**src/rtl/image_processing_accelerator_if.sv**
```systemverilog
// Bundle of the two slave input streams and the single master output stream
// of the image processing accelerator.
interface image_processing_accelerator_if #(
    parameter int DATA_WIDTH = 32,
    parameter int COLOR_SIZE = 8
);
    logic [1:0]            slv0_mode;
    logic                  slv0_data_valid;
    logic [COLOR_SIZE-1:0] slv0_proc_val;
    logic [DATA_WIDTH-1:0] slv0_data;
    logic                  slv0_ready;

    logic [1:0]            slv1_mode;
    logic                  slv1_data_valid;
    logic [COLOR_SIZE-1:0] slv1_proc_val;
    logic [DATA_WIDTH-1:0] slv1_data;
    logic                  slv1_ready;

    logic                  mstr0_cmplt;
    logic                  mstr0_ready;
    logic [DATA_WIDTH-1:0] mstr0_data;
    logic [1:0]            mstr0_data_valid;

    // Accelerator side
    modport slave (
        input  slv0_mode, slv0_data_valid, slv0_proc_val, slv0_data,
        output slv0_ready,
        input  slv1_mode, slv1_data_valid, slv1_proc_val, slv1_data,
        output slv1_ready,
        output mstr0_cmplt, mstr0_data, mstr0_data_valid,
        input  mstr0_ready
    );

    // Environment side: drives the slave streams, consumes the output
    modport master (
        output slv0_mode, slv0_data_valid, slv0_proc_val, slv0_data,
        input  slv0_ready,
        output slv1_mode, slv1_data_valid, slv1_proc_val, slv1_data,
        input  slv1_ready,
        input  mstr0_cmplt, mstr0_data, mstr0_data_valid,
        output mstr0_ready
    );
endinterface

```
**src/rtl/image_processing_accelerator.sv**
```systemverilog
// Two-input round-robin pixel processor: per-channel pass/add/sub/threshold
// with a single output register (latency 1, one word per cycle).
module image_processing_accelerator #(
    parameter int DATA_WIDTH = 32,
    parameter int COLOR_SIZE = 8
) (
    input logic                          clk,
    input logic                          rst_n,
    image_processing_accelerator_if.slave bus
);
    localparam int NUM_CH = DATA_WIDTH / COLOR_SIZE;

    typedef enum logic [1:0] {
        MODE_PASS = 2'b00,
        MODE_ADD  = 2'b01,
        MODE_SUB  = 2'b10,
        MODE_THR  = 2'b11
    } mode_e;

    typedef enum logic [1:0] {
        TAG_NONE = 2'b00,
        TAG_SLV0 = 2'b01,
        TAG_SLV1 = 2'b10
    } tag_e;

    tag_e                  out_tag;
    logic [DATA_WIDTH-1:0] out_data;
    logic                  last_grant;

    logic                  out_free;
    logic                  grant;
    logic                  xfer0;
    logic                  xfer1;
    mode_e                 sel_mode;
    logic [COLOR_SIZE-1:0] sel_pv;
    logic [DATA_WIDTH-1:0] sel_data;
    logic [DATA_WIDTH-1:0] next_data;

    function automatic logic [DATA_WIDTH-1:0] process_word(
        input mode_e                 mode,
        input logic [COLOR_SIZE-1:0] pv,
        input logic [DATA_WIDTH-1:0] word
    );
        logic [DATA_WIDTH-1:0] res;
        logic [COLOR_SIZE-1:0] ch;
        logic [COLOR_SIZE:0]   sum;
        res = '0;
        sum = '0;
        for (int unsigned i = 0; i < NUM_CH; i++) begin
            ch = word[i*COLOR_SIZE +: COLOR_SIZE];
            case (mode)
                MODE_PASS: res[i*COLOR_SIZE +: COLOR_SIZE] = ch;
                MODE_ADD: begin
                    sum = {1'b0, ch} + {1'b0, pv};
                    res[i*COLOR_SIZE +: COLOR_SIZE] = sum[COLOR_SIZE] ? '1 : sum[COLOR_SIZE-1:0];
                end
                MODE_SUB:  res[i*COLOR_SIZE +: COLOR_SIZE] = (ch > pv) ? ch - pv : '0;
                MODE_THR:  res[i*COLOR_SIZE +: COLOR_SIZE] = (ch >= pv) ? '1 : '0;
            endcase
        end
        return res;
    endfunction

    // Grant: lone requester wins; on a tie the slave not served last wins;
    // with no requester slave 0 keeps the grant.
    always_comb begin
        out_free = (out_tag == TAG_NONE) || bus.mstr0_ready;
        grant    = 1'b0;
        if (bus.slv0_data_valid && bus.slv1_data_valid)
            grant = ~last_grant;
        else if (bus.slv1_data_valid)
            grant = 1'b1;
    end

    assign bus.slv0_ready  = !rst_n && out_free && !grant;
    assign bus.slv1_ready  = !rst_n && out_free &&  grant;
    assign bus.mstr0_cmplt = !rst_n && (out_tag != TAG_NONE) && bus.mstr0_ready;

    assign xfer0 = bus.slv0_ready && bus.slv0_data_valid;
    assign xfer1 = bus.slv1_ready && bus.slv1_data_valid;

    always_comb begin
        sel_mode = mode_e'(bus.slv0_mode);
        sel_pv   = bus.slv0_proc_val;
        sel_data = bus.slv0_data;
        if (grant) begin
            sel_mode = mode_e'(bus.slv1_mode);
            sel_pv   = bus.slv1_proc_val;
            sel_data = bus.slv1_data;
        end
        next_data = process_word(sel_mode, sel_pv, sel_data);
    end

    always_ff @(posedge clk) begin
        if (rst_n) begin
            out_tag    <= TAG_NONE;
            out_data   <= '0;
            last_grant <= 1'b1;
        end else if (xfer0) begin
            out_tag    <= TAG_SLV0;
            out_data   <= next_data;
            last_grant <= 1'b0;
        end else if (xfer1) begin
            out_tag    <= TAG_SLV1;
            out_data   <= next_data;
            last_grant <= 1'b1;
        end else if (bus.mstr0_ready) begin
            // Drained with nothing to refill: data holds its last value
            out_tag <= TAG_NONE;
        end
    end

    assign bus.mstr0_data       = out_data;
    assign bus.mstr0_data_valid = out_tag;
endmodule

```
**src/flat_wrapper.sv**
```systemverilog
// flat-port wrapper written by rule: the top's interface ports become plain ports
module image_processing_accelerator_flat 
#(
    parameter int DATA_WIDTH = 32,
    parameter int COLOR_SIZE = 8
)
  (clk, rst_n, bus_slv0_mode, bus_slv0_data_valid, bus_slv0_proc_val, bus_slv0_data, bus_slv0_ready, bus_slv1_mode, bus_slv1_data_valid, bus_slv1_proc_val, bus_slv1_data, bus_slv1_ready, bus_mstr0_cmplt, bus_mstr0_data, bus_mstr0_data_valid, bus_mstr0_ready);
  image_processing_accelerator_if #(.DATA_WIDTH(DATA_WIDTH), .COLOR_SIZE(COLOR_SIZE)) bus_i ();
  input logic clk;
  input logic rst_n;
  input wire logic [$bits(bus_i.slv0_mode)-1:0] bus_slv0_mode;
  input wire logic [$bits(bus_i.slv0_data_valid)-1:0] bus_slv0_data_valid;
  input wire logic [$bits(bus_i.slv0_proc_val)-1:0] bus_slv0_proc_val;
  input wire logic [$bits(bus_i.slv0_data)-1:0] bus_slv0_data;
  output wire logic [$bits(bus_i.slv0_ready)-1:0] bus_slv0_ready;
  input wire logic [$bits(bus_i.slv1_mode)-1:0] bus_slv1_mode;
  input wire logic [$bits(bus_i.slv1_data_valid)-1:0] bus_slv1_data_valid;
  input wire logic [$bits(bus_i.slv1_proc_val)-1:0] bus_slv1_proc_val;
  input wire logic [$bits(bus_i.slv1_data)-1:0] bus_slv1_data;
  output wire logic [$bits(bus_i.slv1_ready)-1:0] bus_slv1_ready;
  output wire logic [$bits(bus_i.mstr0_cmplt)-1:0] bus_mstr0_cmplt;
  output wire logic [$bits(bus_i.mstr0_data)-1:0] bus_mstr0_data;
  output wire logic [$bits(bus_i.mstr0_data_valid)-1:0] bus_mstr0_data_valid;
  input wire logic [$bits(bus_i.mstr0_ready)-1:0] bus_mstr0_ready;
  assign bus_i.slv0_mode = bus_slv0_mode;
  assign bus_i.slv0_data_valid = bus_slv0_data_valid;
  assign bus_i.slv0_proc_val = bus_slv0_proc_val;
  assign bus_i.slv0_data = bus_slv0_data;
  assign bus_slv0_ready = bus_i.slv0_ready;
  assign bus_i.slv1_mode = bus_slv1_mode;
  assign bus_i.slv1_data_valid = bus_slv1_data_valid;
  assign bus_i.slv1_proc_val = bus_slv1_proc_val;
  assign bus_i.slv1_data = bus_slv1_data;
  assign bus_slv1_ready = bus_i.slv1_ready;
  assign bus_mstr0_cmplt = bus_i.mstr0_cmplt;
  assign bus_mstr0_data = bus_i.mstr0_data;
  assign bus_mstr0_data_valid = bus_i.mstr0_data_valid;
  assign bus_i.mstr0_ready = bus_mstr0_ready;
  image_processing_accelerator #(.DATA_WIDTH(DATA_WIDTH), .COLOR_SIZE(COLOR_SIZE)) u_core (.clk(clk), .rst_n(rst_n), .bus(bus_i));
endmodule
```
**config.mk**
```make
export PLATFORM = sky130hd
export DESIGN_NAME = image_processing_accelerator_flat
export DESIGN_NICKNAME = d
export VERILOG_FILES = /design/src/rtl/image_processing_accelerator_if.sv /design/src/rtl/image_processing_accelerator.sv /design/src/flat_wrapper.sv
export SDC_FILE = /design/constraint.sdc
export NUM_CORES = 1
export LEC_CHECK = 0
export BUFFER_PORTS_ARGS = -buffer_cell sky130_fd_sc_hd__buf_4
export CORE_ASPECT_RATIO = 2
export CORE_UTILIZATION = 53
export CTS_BUF_LIST = sky130_fd_sc_hd__clkbuf_16
export DETAILED_ROUTE_END_ITERATION = 16
export PLACE_DENSITY = 0.85
export SLEW_MARGIN = 0
export SYNTH_ARGS = -nofsm -noshare
export SYNTH_HDL_FRONTEND = slang
export SYNTH_SLANG_ARGS = --single-unit
```
**constraint.sdc**
```tcl
create_clock -name clk -period 4.9 [get_ports clk]
set_clock_uncertainty 0.2 [all_clocks]
set_input_delay 0.245 -clock clk [delete_from_list [all_inputs] [get_ports clk]]
set_output_delay 0.245 -clock clk [all_outputs]
set_load 0.02 [all_outputs]
```
Word level (Yosys, flattened, before mapping)
Cells that the tools add are included.
{"block": "classes", "n_reduce_logical": 18, "n_lt_le_gt_ge": 8, "bitwise": 1, "eq_ne": 3, "mux": 28, "n_addsub": 8}
{"op": "8-bit one-hot mux with 4 select lines", "n": 4}
{"op": "8-bit two-way mux", "n": 13}
{"op": "32-bit two-way mux", "n": 3}
{"op": "8-bit by 8-bit adder with 9-bit output", "n": 4}
{"op": "8-bit greater-or-equal comparator", "n": 4}
{"op": "8-bit greater-than comparator", "n": 4}
{"op": "8-bit subtractor", "n": 4}
{"op": "1-bit logical AND", "n": 8}
{"op": "2-bit two-way mux", "n": 3}
{"op": "2-bit nonzero test", "n": 3}
{"op": "1-bit two-way mux", "n": 5}
{"op": "2-bit == test, second input constant", "n": 2}
{"op": "2-bit logical NOT", "n": 2}
{"op": "3-bit nonzero test", "n": 1}
{"op": "2-bit by 1-bit == test with 1-bit output, second input constant", "n": 1}
{"op": "1-bit logical NOT", "n": 2}
{"op": "2-bit OR reduction", "n": 1}
{"op": "1-bit logical OR", "n": 1}
{"op": "1-bit NOT", "n": 1}
{"block": "word_totals", "reg_bits": 35, "elab_cells": 70, "out_inout_bits": 37, "in_bits": 89}

Depth between registers and ports, before layout
{"block": "depth", "depth_word": 8, "depth_mapped": 18, "ltp_nobuf": 14}

Least setup slack after synthesis
No wires, ideal clock.
{"block": "synth_timing", "kind": "register to register", "start": "register u_core.last_grant", "end": "register u_core.out_data[11] (netlist: u_core.bus.mstr0_data[11])", "setup_ns": 0.071, "path_slack_ns": 0.751, "path_buffers": 4, "required_ns": 4.629, "t_arrival_ns": 3.879, "synth_period_minus_slack_ns": 4.149, "stages_incl_launch_ff": 17, "path_cell_list": "dfxtp_1 -> a21boi_1 -> buf_2 -> buf_1 -> clkbuf_1 -> nand2_1 -> and2_1 -> ha_1 -> clkbuf_1 -> nand2b_1 -> or3_1 -> a2111oi_2 -> a21oi_1 -> o21ai_0 -> o21bai_1 -> o21ai_0 -> a21oi_1"}
{"block": "synth_between", "elab_chain_len": 8, "elab_cells_between_ends": 25, "classes_between": "2 x add/sub; 2 x order compare; 3 x eq/ne; 10 x mux; 1 x bitwise; 7 x reduce/logical"}
{"item": "start: declaration", "line_no": "image_processing_accelerator.sv:28", "text": "logic last_grant;"}
{"item": "start signal: assignment", "line_no": "image_processing_accelerator.sv:98", "text": "last_grant <= 1'b1;"}
{"item": "start signal: assignment", "line_no": "image_processing_accelerator.sv:102", "text": "last_grant <= 1'b0;"}
{"item": "start signal: assignment", "line_no": "image_processing_accelerator.sv:106", "text": "last_grant <= 1'b1;"}
{"item": "1-bit NOT (*)", "line_no": "image_processing_accelerator.sv:70", "text": "grant = ~last_grant;"}
{"item": "1-bit two-way mux (*)", "line_no": "image_processing_accelerator.sv:69", "text": "if (bus.slv0_data_valid && bus.slv1_data_valid)"}
{"item": "32-bit two-way mux / 8-bit two-way mux (equally long branches)", "line_no": "image_processing_accelerator.sv:86", "text": "if (grant) begin"}
{"item": "8-bit subtractor (tied with other cells)", "line_no": "image_processing_accelerator.sv:57", "text": "MODE_SUB: res[i*COLOR_SIZE +: COLOR_SIZE] = (ch > pv) ? ch - pv : '0;"}
{"item": "8-bit two-way mux (on tied branches)", "line_no": "image_processing_accelerator.sv:57, image_processing_accelerator.sv:58, image_processing_accelerator.sv:55"}
{"item": "8-bit one-hot mux with 4 select lines", "line_no": "image_processing_accelerator.sv:51", "text": "case (mode)"}
{"item": "32-bit two-way mux", "line_no": "image_processing_accelerator.sv:103", "text": "end else if (xfer1) begin"}
{"item": "32-bit two-way mux", "line_no": "image_processing_accelerator.sv:99", "text": "end else if (xfer0) begin"}
{"item": "end signal: assignment", "line_no": "image_processing_accelerator.sv:101", "text": "out_data <= next_data;"}
{"item": "end signal: assignment", "line_no": "image_processing_accelerator.sv:105", "text": "out_data <= next_data;"}
{"item": "end: declaration", "line_no": "image_processing_accelerator.sv:27", "text": "logic [DATA_WIDTH-1:0] out_data;"}
Every way passes the cells marked *; elsewhere a longest branch is shown, timed or not. The select of a mux whose other input is x is not followed.
A chain may end at the register's enable or synchronous reset.

Worst setup path after layout
{"block": "layout_timing", "start": "register u_core.last_grant", "end": "register u_core.out_data[26] (netlist: u_core.bus.mstr0_data[26])"}
The elaborated chain is that of the path after synthesis.

==> reports/metrics.csv <==
metric;value;unit
status;completed;
pin_count;126;
worstRegToRegCells;14;
cts-root-buf;clkbuf_16;
detail-route-antenna-nets;0;
final_cell_mix;buf_4, nand2_1, nor2_1, ha_1, a21oi_1;
drive_above_1_share;18.5;%
syn_avg_cell_area;7.10;um2
grt_pass1_vias;6719;
drt_pre_antenna_iters;5;
slew_viol_final;0;
swShare;46.6;%
max-clock-path-buffers;2;
synth_top_cell_area_share;14.3;%
synth_edf_count;0;
cts.sinks;35;
internal-power;1.03;mW
seq_power_share;18.5;%
synth-async-reset-ratio;0;%
maxCapViolCount;0;
die_x;74.7;um
drc;0;
num_rows;52;
fin_cells;1030;
start_util;54.9;%
synth_cell_types;72;
tns;0;ns
timing.slew.headroom;31.5;%
power;1.93;mW
cts_tree;done;
syn_area;5610;um2
worst_pin_slew;1.03;ns
drt-initial-drc-count;736;
core-area;10200;um2
vias_per_cell;6.56;
post-place-ws;0.864;ns
utilization;67.0;%
finalSetupViolations;0;
synthCells;789;
period_share;86.1;%
portBuffers;125;
cts_resized;0;
min_path_cells;3;
fin_ws;0.680;ns
yosys_warnings;0;
htreeDepth;2;
hp-class;input port to flop;
start_kind;flop;
p_clk_share;20.9;%
powerDensity;282;nW/um2
cp-end-kind;flop;
placed_cells;1022;
die_h;147;um
layout_commonest_cell;buf_4;
synth_nets;949;
final_hold_viol_count;0;
antenna_cells;0;
fin_crit;4.22;ns
cts_setup_buffers;0;
clk_latency;0.30;ns
gp_congestion;1.00;
cts_buffers;5;
peakVddDrop;0.203;mV
vias;6759;
cts_hold_buf;0;
yosysSeqAreaShare;12.5;%
grt_usage;45.4;%
dieArea;11000;um2
dp_hpwl;17.7;mm
p_switching;898;uW
crit_type;flop to flop;
comb_power_share;60.6;%
final.fill_count;933;
synth_top_area_cell;ha_1;
final_nets;1054;
synth_ff_type;dfxtp_1;
antenna_found_initial;0;
grt_pass1_wl;36.4;mm
rsz0062_at_grt;false;
crit_arrival;4.20;ns
area_delta_synth_final;22.1;%
finalWirelength;23.7;mm
synth_seq_cells;35;
synthTopCellsByArea;ha_1, dfxtp_1, nand2_1;
clk_pin_slew_worst_paths;0.07;ns
grt_overflow;0;
power_leakage;3.20;nW
routedWlPerCell;23.0;um
path_max_fanout;32;
critPathRequiredTime;4.88;ns
fmax;237;MHz
grt_max_degree;38;
per-stage QoR:
step,cell area [um2],hold slack [ns]
floorplan,5610,0.184
global placement,6680,0.253
detailed placement,6680,0.264
CTS,6840,0.0694
global route,6840,0.0887
finish,6840,0.0655
path summary, 6_finish.rpt:
kind / startpoint / to / slack (ns)
worst max-delay path: u_core.last_grant / u_core.bus.mstr0_data[26] / 0.68
worst min-delay path: bus_slv0_data_valid / u_core.bus.mstr0_data_valid[0] / 0.07
worst max register to register: u_core.last_grant / u_core.bus.mstr0_data[26] / 0.68
worst min register to register: u_core.bus.mstr0_data[27] / u_core.bus.mstr0_data[27] / 0.27
sequential cells by signal, summed over array words and instances (netlist names):
signal and flops:
u_core.bus.mstr0_data 32, u_core.bus.mstr0_data_valid 2, u_core.last_grant 1
cells by family after synthesis:
| group | share of synthesized area (%) |
|---|---|
| compound gates | 30.8 |
| xor+xnor | 7.03 |
| fa+ha+maj | 16.8 |
| buf+inv | 6.18 |
| flops | 12.5 |
| mux | 4.17 |
| simple gates | 22.5 |
area by class of cell:
type / count / area (um2) / share of cell area [%]
Clock buffer: 5 / 125 / 1.83
Clock inverter: 3 / 43.8 / 0.640
Inverter: 45 / 169 / 2.47
Multi-Input combinational cell: 667 / 4570 / 66.8
Sequential cell: 35 / 701 / 10.2
Tap cell: 135 / 169 / 2.47
Timing Repair Buffer: 140 / 1060 / 15.5
routing by layer:
metal  wire length, um  share of wire (%)  track usage (%)
met1              7640                 32             46.3
met4              2530                 11             41.0
met2             11200                 47             71.5
met3              2270                9.6             13.8
met5                 0                  0                0
critical path: stages (launching register included):
cell and delay, ns:
dfxtp_1 0.41, a21bo_2 0.32, buf_4 0.42, nand2_1 0.10
nand2_1 0.18, inv_1 0.15, ha_1 0.27, nor2b_1 0.17
o211ai_1 0.17, nand2_1 0.08, or4_1 0.53, a21oi_1 0.26
o21ai_0 0.28, a221oi_1 0.42, o31ai_1 0.12
synth_stat cells (all sizes together) (7+ instances only):
cell type and instances:
clkbuf 36, a2111oi 13, nand3 12, a211oi 13
xnor2 25, nor2 64, a21o 8, nand2 132
fa 7, o21ai 40, nand2b 14, o211ai 7
o21bai 16, dfxtp 35, a31oi 20, nor3 14
mux2i 17, inv 45, o221ai 7, a221oi 8
xor2 20, nor2b 16, a21oi 60, ha 64
power groups by stage:
stage / clock [mW] / sequential (mW) / combinational (mW)
finish: 0.402 / 0.357 / 1.17
global placement: 0 / 0.361 / 1.12
global route: 0.406 / 0.361 / 1.26
floorplan: 0 / 0.403 / 0.703
detailed placement: 0 / 0.362 / 1.12
CTS: 0.395 / 0.355 / 1.13
No activity file was read; power rests on OpenSTA's default activity.
